`config.mk`:
```
export PLATFORM = sky130hd
export DESIGN_NAME = img_cfg_ctrl
export DESIGN_NICKNAME = d
export VERILOG_FILES = /design/src/rtl/img_cfg_pkg.sv /design/src/rtl/img_cfg_rx_parser.sv /design/src/rtl/img_cfg_ctrl.sv
export SDC_FILE = /design/constraint.sdc
export NUM_CORES = 1
export LEC_CHECK = 0
export BUFFER_PORTS_ARGS = -buffer_cell sky130_fd_sc_hd__buf_4
export CAP_MARGIN = 20
export CORE_MARGIN = 8
export CORE_UTILIZATION = 34
export CTS_BUF_LIST = sky130_fd_sc_hd__clkbuf_16
export DETAILED_ROUTE_END_ITERATION = 10
export SLEW_MARGIN = 10
export SYNTH_ARGS = -nofsm -noshare
export SYNTH_HDL_FRONTEND = slang
export SYNTH_HIERARCHICAL = 1
export SYNTH_SLANG_ARGS = --single-unit
```
`constraint.sdc`:
```
create_clock -name clk -period 2.4 [get_ports clk]
set_clock_uncertainty 0.05 [all_clocks]
set_input_delay 0.36 -clock clk [delete_from_list [all_inputs] [get_ports clk]]
set_output_delay 0.36 -clock clk [all_outputs]
set_load 0.03 [all_outputs]
```
`src/rtl/img_cfg_pkg.sv`:
```
// Shared types and constants for the image-pipeline configuration controller.
package img_cfg_pkg;

    typedef enum logic [1:0] {
        ST_IDLE = 2'd0,
        ST_ADDR = 2'd1,
        ST_DATA = 2'd2,
        ST_CHK  = 2'd3
    } rx_state_e;

    localparam logic [7:0] HDR       = 8'hA5;

    localparam logic [2:0] ADDR_D1UP = 3'd0;
    localparam logic [2:0] ADDR_D1DN = 3'd1;
    localparam logic [2:0] ADDR_D2UP = 3'd2;
    localparam logic [2:0] ADDR_D2DN = 3'd3;
    localparam logic [2:0] ADDR_MODE = 3'd4;

    localparam logic [7:0] DEF_D1_UP = 8'd255;
    localparam logic [7:0] DEF_D1_DN = 8'd0;
    localparam logic [7:0] DEF_D2_UP = 8'd255;
    localparam logic [7:0] DEF_D2_DN = 8'd0;

    // Frame check byte is the XOR of address and data.
    function automatic logic [7:0] frame_chk(input logic [7:0] addr, input logic [7:0] data);
        return addr ^ data;
    endfunction

endpackage

```
`src/rtl/img_cfg_rx_parser.sv`:
```
// Byte-level parser for 4-byte UART command frames (HDR, ADDR, DATA, CHK) with inter-byte timeout.
module img_cfg_rx_parser
    import img_cfg_pkg::*;
#(
    parameter int NUM_MODES   = 4,
    parameter int TIMEOUT_CYC = 1000000
) (
    input  logic       clk,
    input  logic       rst_n,
    input  logic [7:0] rx_data,
    input  logic       rx_valid,
    output logic       wr_en,
    output logic [2:0] wr_addr,
    output logic [7:0] wr_data,
    output logic       err
);

    localparam int CNT_W = $clog2(TIMEOUT_CYC + 1);
    localparam logic [CNT_W-1:0] CNT_LAST = CNT_W'(TIMEOUT_CYC - 1);

    rx_state_e        state_r;
    rx_state_e        state_nxt_s;
    logic [7:0]       addr_r;
    logic [7:0]       data_r;
    logic [CNT_W-1:0] cnt_r;
    logic             chk_ok_s;
    logic             addr_ok_s;
    logic             wr_en_s;
    logic             err_s;

    assign chk_ok_s  = (rx_data == frame_chk(addr_r, data_r));
    // Address above the mode slot, or a mode value out of range, is rejected.
    assign addr_ok_s = (addr_r <= 8'(ADDR_MODE)) &&
                       !((addr_r == 8'(ADDR_MODE)) && (data_r >= 8'(NUM_MODES)));

    // State register.
    always_ff @(posedge clk or negedge rst_n) begin
        if (!rst_n) begin
            state_r <= ST_IDLE;
        end else begin
            state_r <= state_nxt_s;
        end
    end

    // Next-state, write strobe and error decode; a received byte takes priority over timeout.
    always_comb begin
        state_nxt_s = state_r;
        wr_en_s     = 1'b0;
        err_s       = 1'b0;
        if (rx_valid) begin
            case (state_r)
                ST_IDLE: begin
                    if (rx_data == HDR) begin
                        state_nxt_s = ST_ADDR;
                    end else begin
                        state_nxt_s = ST_IDLE;
                    end
                end
                ST_ADDR: state_nxt_s = ST_DATA;
                ST_DATA: state_nxt_s = ST_CHK;
                ST_CHK: begin
                    state_nxt_s = ST_IDLE;
                    if (chk_ok_s && addr_ok_s) begin
                        wr_en_s = 1'b1;
                    end else begin
                        err_s = 1'b1;
                    end
                end
                default: state_nxt_s = ST_IDLE;
            endcase
        end else if ((state_r != ST_IDLE) && (cnt_r == CNT_LAST)) begin
            state_nxt_s = ST_IDLE;
            err_s       = 1'b1;
        end else begin
            state_nxt_s = state_r;
        end
    end

    // Capture address and data bytes of the frame in progress.
    always_ff @(posedge clk or negedge rst_n) begin
        if (!rst_n) begin
            addr_r <= 8'd0;
            data_r <= 8'd0;
        end else begin
            if (rx_valid && (state_r == ST_ADDR)) begin
                addr_r <= rx_data;
            end
            if (rx_valid && (state_r == ST_DATA)) begin
                data_r <= rx_data;
            end
        end
    end

    // Inter-byte timeout counter, idle outside a frame.
    always_ff @(posedge clk or negedge rst_n) begin
        if (!rst_n) begin
            cnt_r <= {CNT_W{1'b0}};
        end else if (rx_valid || (state_r == ST_IDLE)) begin
            cnt_r <= {CNT_W{1'b0}};
        end else begin
            cnt_r <= cnt_r + {{(CNT_W-1){1'b0}}, 1'b1};
        end
    end

    assign wr_en   = wr_en_s;
    assign wr_addr = addr_r[2:0];
    assign wr_data = data_r;
    assign err     = err_s;

endmodule

```
`src/rtl/img_cfg_ctrl.sv`:
```
// Run-time configuration controller: shadow registers fed by keys/UART, committed to outputs on vsync rise.
module img_cfg_ctrl
    import img_cfg_pkg::*;
#(
    parameter int         NUM_MODES   = 4,
    parameter int         TIMEOUT_CYC = 1000000,
    parameter logic [7:0] D1_UP_RST   = DEF_D1_UP,
    parameter logic [7:0] D1_DN_RST   = DEF_D1_DN,
    parameter logic [7:0] D2_UP_RST   = DEF_D2_UP,
    parameter logic [7:0] D2_DN_RST   = DEF_D2_DN
) (
    input  logic       clk,
    input  logic       rst_n,
    input  logic       key_next,
    input  logic [7:0] rx_data,
    input  logic       rx_valid,
    input  logic       vsync_i,
    output logic [1:0] mode_o,
    output logic [7:0] data1_up,
    output logic [7:0] data1_down,
    output logic [7:0] data2_up,
    output logic [7:0] data2_down,
    output logic       cmd_ack,
    output logic       cfg_err,
    output logic       cfg_commit
);

    logic       wr_en_s;
    logic [2:0] wr_addr_s;
    logic [7:0] wr_data_s;
    logic       err_s;
    logic       commit_s;
    logic       mode_wr_s;
    logic [1:0] mode_inc_s;

    logic       vsync_d_r;
    logic [1:0] sh_mode_r;
    logic [7:0] sh_d1_up_r, sh_d1_dn_r, sh_d2_up_r, sh_d2_dn_r;
    logic [1:0] mode_r;
    logic [7:0] d1_up_r, d1_dn_r, d2_up_r, d2_dn_r;
    logic       cmd_ack_r, cfg_err_r, cfg_commit_r;

    img_cfg_rx_parser #(
        .NUM_MODES   (NUM_MODES),
        .TIMEOUT_CYC (TIMEOUT_CYC)
    ) u_parser (
        .clk      (clk),
        .rst_n    (rst_n),
        .rx_data  (rx_data),
        .rx_valid (rx_valid),
        .wr_en    (wr_en_s),
        .wr_addr  (wr_addr_s),
        .wr_data  (wr_data_s),
        .err      (err_s)
    );

    assign commit_s   = vsync_i & ~vsync_d_r;
    assign mode_wr_s  = wr_en_s && (wr_addr_s == ADDR_MODE);
    assign mode_inc_s = (sh_mode_r == 2'(NUM_MODES - 1)) ? 2'd0 : (sh_mode_r + 2'd1);

    // Shadow display mode; a UART mode write overrides a simultaneous key press.
    always_ff @(posedge clk or negedge rst_n) begin
        if (!rst_n) begin
            sh_mode_r <= 2'd0;
        end else if (mode_wr_s) begin
            sh_mode_r <= wr_data_s[1:0];
        end else if (key_next) begin
            sh_mode_r <= mode_inc_s;
        end
    end

    // Shadow thresholds written by accepted UART frames.
    always_ff @(posedge clk or negedge rst_n) begin
        if (!rst_n) begin
            sh_d1_up_r <= D1_UP_RST;
            sh_d1_dn_r <= D1_DN_RST;
            sh_d2_up_r <= D2_UP_RST;
            sh_d2_dn_r <= D2_DN_RST;
        end else if (wr_en_s) begin
            case (wr_addr_s)
                ADDR_D1UP: sh_d1_up_r <= wr_data_s;
                ADDR_D1DN: sh_d1_dn_r <= wr_data_s;
                ADDR_D2UP: sh_d2_up_r <= wr_data_s;
                ADDR_D2DN: sh_d2_dn_r <= wr_data_s;
                default:   sh_d1_up_r <= sh_d1_up_r;
            endcase
        end
    end

    // Active outputs load the pre-write shadows on vsync rise.
    always_ff @(posedge clk or negedge rst_n) begin
        if (!rst_n) begin
            mode_r  <= 2'd0;
            d1_up_r <= D1_UP_RST;
            d1_dn_r <= D1_DN_RST;
            d2_up_r <= D2_UP_RST;
            d2_dn_r <= D2_DN_RST;
        end else if (commit_s) begin
            mode_r  <= sh_mode_r;
            d1_up_r <= sh_d1_up_r;
            d1_dn_r <= sh_d1_dn_r;
            d2_up_r <= sh_d2_up_r;
            d2_dn_r <= sh_d2_dn_r;
        end
    end

    // Status pulses and vsync edge history.
    always_ff @(posedge clk or negedge rst_n) begin
        if (!rst_n) begin
            vsync_d_r    <= 1'b0;
            cmd_ack_r    <= 1'b0;
            cfg_err_r    <= 1'b0;
            cfg_commit_r <= 1'b0;
        end else begin
            vsync_d_r    <= vsync_i;
            cmd_ack_r    <= wr_en_s;
            cfg_err_r    <= err_s;
            cfg_commit_r <= commit_s;
        end
    end

    assign mode_o     = mode_r;
    assign data1_up   = d1_up_r;
    assign data1_down = d1_dn_r;
    assign data2_up   = d2_up_r;
    assign data2_down = d2_dn_r;
    assign cmd_ack    = cmd_ack_r;
    assign cfg_err    = cfg_err_r;
    assign cfg_commit = cfg_commit_r;

endmodule
```
==> reports/summary.txt, run 1 <==
status: complete, but fails checks
violated checks: negative setup slack
post-synthesis sequential area ratio: 58.6%
sequential cell area: 2790 um2
Max VDD drop: 0.435 mV
area leader, netlist: dfrtp_1
area of the multi-input gates: 2050 um2
area of the mapped netlist: 4760 um2
TritonCTS buffer count: 9
Initial Utilization: 34.6%
Yosys cell types: 43
area growth from synthesis to layout: 27.8%
Die W: 134 um
Overflow after GRT: 0
core area: 13800 um2
Yosys top cell area share: 41.0%
Ports: 50
vias per cell: 4.82
DRC: 0
FFs w/ async S/R, synth: 100%
GRT Total Usage: 12.0%
layout cells sized above 1: 54.7%
Hold Vio Cnt, Final: 0
Synth Warn #: 6
die area: 18100 um2
remaining antenna violation count: 0
Site Rows: 43
Worst Path Max Fanout: 8
Fmax: 0.416 GHz
via count: 2940
Clock Path Buffers: 2
WL per Instance: 17.0 um
largest net degree at the start of global routing: 43
final core utilization: 44.2%
register bit total from synthesis: 110
first-pass GRT wire length: 16.8 mm
Slew @ Worst Pin: 0.472 ns
Mapped Nets: 356
max-cap check violation count: 0
PwrDens: 757 nW/um2
max_slew headroom: 68.4%
IO Port Bufs: 49
EDFF count, synth: 0
CTS H-tree depth: 3
leakage: 2.81 nW
Num Clock Sinks: 110
Final period util: 100%
Final Max Tran Viols: 0
nature of the critical path endpoint: flop
initial antenna violation count: 0
top post-synthesis cells by area: dfrtp_1 (41%), mux2_2 (19%), dfstp_2 (18%)
Detailed Place HPWL: 7.35 mm
Routability Congestion: 0.782
vias in the first global route: 3177
Mapped Avg Cell Area: 14.1 um2
Clock transition at path regs: 0.07 ns
Post-synth top flop: dfrtp_1
CP required: 2.63 ns
critical path type: reg -> reg
Nets: 444
Worst Hold Class: in -> reg
pre-CTS WS: -0.378 ns
setup slack after layout: -0.00435 ns
Detailed Routing Iterations Pass 1: 4
DR iter-0 viols: 160
Synth Instances: 337
CTS tree: yes
Final setup viols: 2
Fill cells: 1285
Die Y: 134 um
crit path launch type: flop
Clk Latency, worst-skew pair: 0.35 ns
Ant. Diodes: 0
Routed WL: 10.4 mm
Tmin final: 2.40 ns
Root Driver: clkbuf_16
RSZ-0062 raised after global routing: yes
CP Data Arrival Time: 2.63 ns
stage by stage:
stage / total power [mW] / instance area, um2 / hold WS [ns] / TNS, ns / instances
3_5_place_dp: 3.13 / 5600 / 0.276 / -7.26 / 590
3_3_place_gp: 3.10 / 5600 / 0.271 / -6.14 / 590
6_report: 4.61 / 6090 / 0.0785 / -0.00481 / 610
4_1_cts: 4.61 / 5960 / 0.0657 / -0.522 / 607
5_1_grt: 4.82 / 6090 / 0.0645 / -1.62 / 610
2_1_floorplan: 2.65 / 4760 / 0.0144 / 0 / 337
worst paths after layout:
check,start,end,slack [ns],cells past startpoint
worst max register to register,u_parser/wr_data[4],sh_d1_up_r[1],-0.004,9
min in group asynchronous,rst_n,u_parser/cnt_r[4],0.43,2
worst min register to register,u_parser/cnt_r[0],u_parser/cnt_r[0],0.44,1
worst max-delay path,u_parser/wr_data[4],sh_d1_up_r[1],-0.004,9
max in group asynchronous,rst_n,data2_up[2],1.17,3
worst min-delay path,vsync_i,vsync_d_r,0.08,1
layout by cell type, fill, tap and decap left out, drive strengths merged, types with 2 or more instances in the layout:
cell type,instances
nor4bb,2
xnor3,7
nand4,8
a21oi,8
inv,9
and4bb,2
ha,6
xor2,8
and4,2
nand2,11
nor3b,2
nor4,3
clkinv,3
or4b,2
mux2,81
nor2b,3
dfstp,32
or3,3
nand4b,2
clkbuf,9
dfrtp,78
nand3,8
or4,4
nor2,17
o31ai,3
nor3,4
buf,90
xnor2,4
and2,2
o21ai,6
synth_stat cells, types with 2 or more instances:
master / count
mux2_2: 81
dfrtp_1: 78
dfstp_2: 32
nor2_1: 17
nand2_1: 11
a21oi_1: 8
nand3_1: 8
nand4_1: 8
xor2_1: 8
buf_2: 7
xnor3_1: 7
ha_1: 6
inv_1: 6
o21ai_0: 6
clkbuf_1: 4
nor3_1: 4
or4_1: 4
xnor2_1: 4
buf_4: 3
nor2b_1: 3
nor4_1: 3
o31ai_1: 3
and2_1: 2
and4bb_2: 2
nor3b_1: 2
nor4bb_1: 2
or3_2: 2
logic make-up (layout without fill, tap and decap cells):
kind of cell	after synthesis	in the layout	share of synthesized area, %
AOI/OAI and AO/OA	22	22	2.94
DFF	110	110	58.6
and+or+nand+nor	78	78	9.98
muxes	82	82	19.4
xor gates and xnor gates	19	19	5.52
adders and majority gates	6	6	1.58
buffers and inverters	20	113	2.00
layer usage:
metal  wire (um)  GRT usage [%]  vias up  part of all wire (%)
met5           0              0        -                     0
met3         376           3.22       11                   3.6
met4         146           4.30        0                   1.4
li1            -              -     1398                     -
met1        4950           15.4     1490                    48
met2        4910           18.9       41                    47
state kept, by name, summed over array words and instances, names as in the netlist:
register          flops
data1_down            8
u_parser/addr_r       8
data2_up              8
data2_down            8
vsync_d_r             1
cfg_err               1
u_parser/cnt_r       20
data1_up              8
cmd_ack               1
cfg_commit            1
u_parser/wr_data      8
sh_d2_up_r            8
sh_d1_dn_r            8
mode_o                2
u_parser/state_r      2
sh_mode_r             2
sh_d1_up_r            8
sh_d2_dn_r            8
where the power goes:
part           internal, mW  switching, mW  leakage, nW
registers              2.00          0.147         1.39
clock network         0.707          0.688        0.138
logic                 0.558          0.506         1.28
what timing repair did:
item	CTS	global route
pin swaps	5	7
gates resized for setup	16	24
hold endpoints to repair	25	0
hold buffers	1	0
endpoints found under the setup margin	27	32
buffers inserted	0	3
layout make-up:
class | count | area share, %
tap | 180 | 3.70
timing repair buffer | 91 | 11.9
multi-input combinational | 207 | 33.7
clock inverter | 7 | 0.801
inverter | 6 | 0.370
clock buffer | 9 | 3.70
sequential | 110 | 45.9
critical path: stages, from the launching register on:
cell and delay (ns):
dfrtp_1 0.41, buf_6 0.13, xnor3_1 0.27, nand4_1 0.18
a2111oi_4 0.26, and2_4 0.20, buf_6 0.10, nor4b_4 0.21
buf_6 0.20, mux2_4 0.31
No activity file was read; power rests on OpenSTA's default activity.
==> inputs of run 2 (changes only) <==
--- a/config.mk
+++ b/config.mk
@@ -14,5 +14,4 @@
 export SLEW_MARGIN = 10
 export SYNTH_ARGS = -nofsm -noshare
 export SYNTH_HDL_FRONTEND = slang
-export SYNTH_HIERARCHICAL = 1
 export SYNTH_SLANG_ARGS = --single-unit
==> reports/summary.txt, run 2 <==
Yosys cell types: 33
largest net degree at the start of global routing: 41
Tmin final: 2.04 ns
Synth Instances: 336
Num Clock Sinks: 110
Ports: 50
vias in the first global route: 3034
pre-CTS WS: 0.182 ns
leakage: 2.70 nW
area leader, netlist: dfrtp_1
share of total power in the clock network: 33.2%
Post-synth top flop: dfrtp_1
nature of the critical path endpoint: flop
simple-gate share of the synthesized area: 10.6%
Detailed Routing Iterations Pass 1: 4
Combinational Power Share: 20.5%
Final period util: 84.8%
Synth Warn #: 0
TritonCTS buffer count: 9
Die Y: 134 um
core area: 13700 um2
Initial Utilization: 34.3%
Synth Area in Adders: 1.59%
Nets: 424
CP Data Arrival Time: 2.22 ns
RSZ-0062 raised after global routing: no
post-synthesis sequential area ratio: 59.3%
first-pass GRT wire length: 15.2 mm
Detailed Place HPWL: 6.60 mm
Flop pwr share: 46.4%
Site Rows: 43
Worst Hold Path Cells: 1
PnR Total Power: 4.87 mW
final core utilization: 41.9%
Clock transition at path regs: 0.07 ns
status: completed
EDFF count, synth: 0
top post-synthesis cells by area: dfrtp_1 (41%), mux2_2 (20%), dfstp_2 (18%)
initial antenna violation count: 0
remaining antenna violation count: 0
Yosys top cell area share: 41.4%
post-CTS repair timing setup buffer count: 0
WHS: 0.0784 ns
Sw Ratio: 29.2%
Routed WL: 9.06 mm
area of the mapped netlist: 4710 um2
setup slack after layout: 0.364 ns
Final setup viols: 0
Fmax: 0.491 GHz
Die W: 134 um
Worst Path Max Fanout: 8
Compound-Gate Fraction of Synth Area: 0.850%
xor/xnor share of the synthesized area: 6.19%
Hold Vio Cnt, Final: 0
largest family of logic cells by synthesized area: multiplexers
R2R cell count: 7
synth cell count leaders: mux2_2 (85), dfrtp_1 (78), dfstp_2 (32)
DR iter-0 viols: 159
register bit total from synthesis: 110
via count: 2765
IO Port Bufs: 49
FFs w/ async S/R, synth: 100%
Pint: 3.45 mW
setup TNS: 0 ns
Mapped Nets: 355
CP required: 2.59 ns
vias per cell: 4.69
Final Max Tran Viols: 0
die area: 17900 um2
max_slew headroom: 71.5%
Routability Congestion: 0.759
CTS tree: yes
CTS H-tree depth: 3
number of flip-flops in the largest register: 20
Mapped Avg Cell Area: 14.0 um2
most common cell after layout, fill and taps aside: mux2_2
Fill cells: 1264
PwrDens: 848 nW/um2
Psw: 1.42 mW
crit path launch type: flop
layout cells sized above 1: 49.5%
area growth from synthesis to layout: 21.9%
Slew @ Worst Pin: 0.428 ns
DRC: 0
Reg with most FFs: u_parser.cnt_r
Max VDD drop: 0.448 mV
WL per Instance: 15.4 um
Worst Hold Class: in -> reg
Ant. Diodes: 0
Root Driver: clkbuf_16
Clk Latency, worst-skew pair: 0.35 ns
mux share of post-synthesis cell area: 20.5%
Overflow after GRT: 0
most common cell in the netlist: mux2_2
critical path type: reg -> reg
most frequent cells in the layout: mux2_2 (85), dfrtp_1 (78), buf_4 (63), dfstp_2 (32), nor2_1 (26)
max-cap check violation count: 0
Clock Path Buffers: 2
GRT Total Usage: 10.6%
==> run 2: changes by cell type after synthesis, moves of 5 or more <==
| cell | delta |
|---|---|
| and3_1 | +6 |
| nor2_1 | +9 |
| a21oi_1 | -8 |
| buf_2 | -7 |
| xnor2_1 | +6 |
| xor2_1 | +5 |
==> run 2: per-layer routing <==
metal / wire, um / global-route usage (%)
met5: 0 / 0
met2: 4330 / 17.1
met1: 4190 / 12.9
met3: 404 / 2.94
met4: 138 / 4.68
==> run 2: through the flow <==
stage               cell area (um2)  instances
global route                   5740        590
finish                         5740        590
floorplan                      4710        336
detailed placement             5400        573
global placement               5400        573
CTS                            5740        590
==> run 2: what timing repair did <==
action / 4_1_cts / 5_1_grt
hold buffers: 1 / 0
resized for setup: 0 / 0
endpoints found under the hold margin: 22 / 0
==> run 2: cells by family (layout without fill, tap and decap cells) <==
logic type	Yosys count	count (layout)
flops	110	110
simple gates	88	88
buf+inv	12	86
fa+ha+maj	6	6
compound gates	7	7
mux	86	86
xor+xnor	27	27
==> run 2: path summary, 6_finish.rpt <==
| kind | slack (ns) | endpoint | start |
|---|---|---|---|
| worst min register to register | 0.43 | u_parser.cnt_r[0] | u_parser.cnt_r[0] |
| max in group asynchronous | 1.23 | data1_up[1] | rst_n |
| min in group asynchronous | 0.40 | vsync_d_r | rst_n |
| worst max register to register | 0.36 | sh_d2_dn_r[5] | u_parser.addr_r[5] |
| worst min-delay path | 0.08 | vsync_d_r | vsync_i |
| worst max-delay path | 0.36 | sh_d2_dn_r[5] | u_parser.addr_r[5] |
==> run 2: final cells by class <==
type                            instances  area [um2]  share of cell area (%)
Clock buffer                           10         250                    4.36
Clock inverter                          6        81.3                    1.42
Inverter                                5        18.8                   0.327
Multi-Input combinational cell        214        1870                    32.6
Sequential cell                       110        2790                    48.6
Tap cell                              180         225                    3.92
Timing Repair Buffer                   65         503                    8.76
==> run 2: worst max-delay path, stage by stage (launching register included) <==
cell and delay, ns:
dfrtp_1 0.41, xnor3_1 0.29, nand4_1 0.15, nor4_4 0.28, buf_4 0.20, nand4_2 0.09, buf_4 0.19, mux2_2 0.27
==> run 2: power by group through the flow <==
stage | Clock (mW) | Combinational, mW | Sequential [mW]
final | 1.62 | 0.996 | 2.26
after global placement | 0 | 0.988 | 2.28
after detailed placement | 0 | 1.01 | 2.29
after floorplan | 0 | 0.596 | 2.29
after global routing | 1.72 | 1.10 | 2.29
after CTS | 1.67 | 1.01 | 2.26
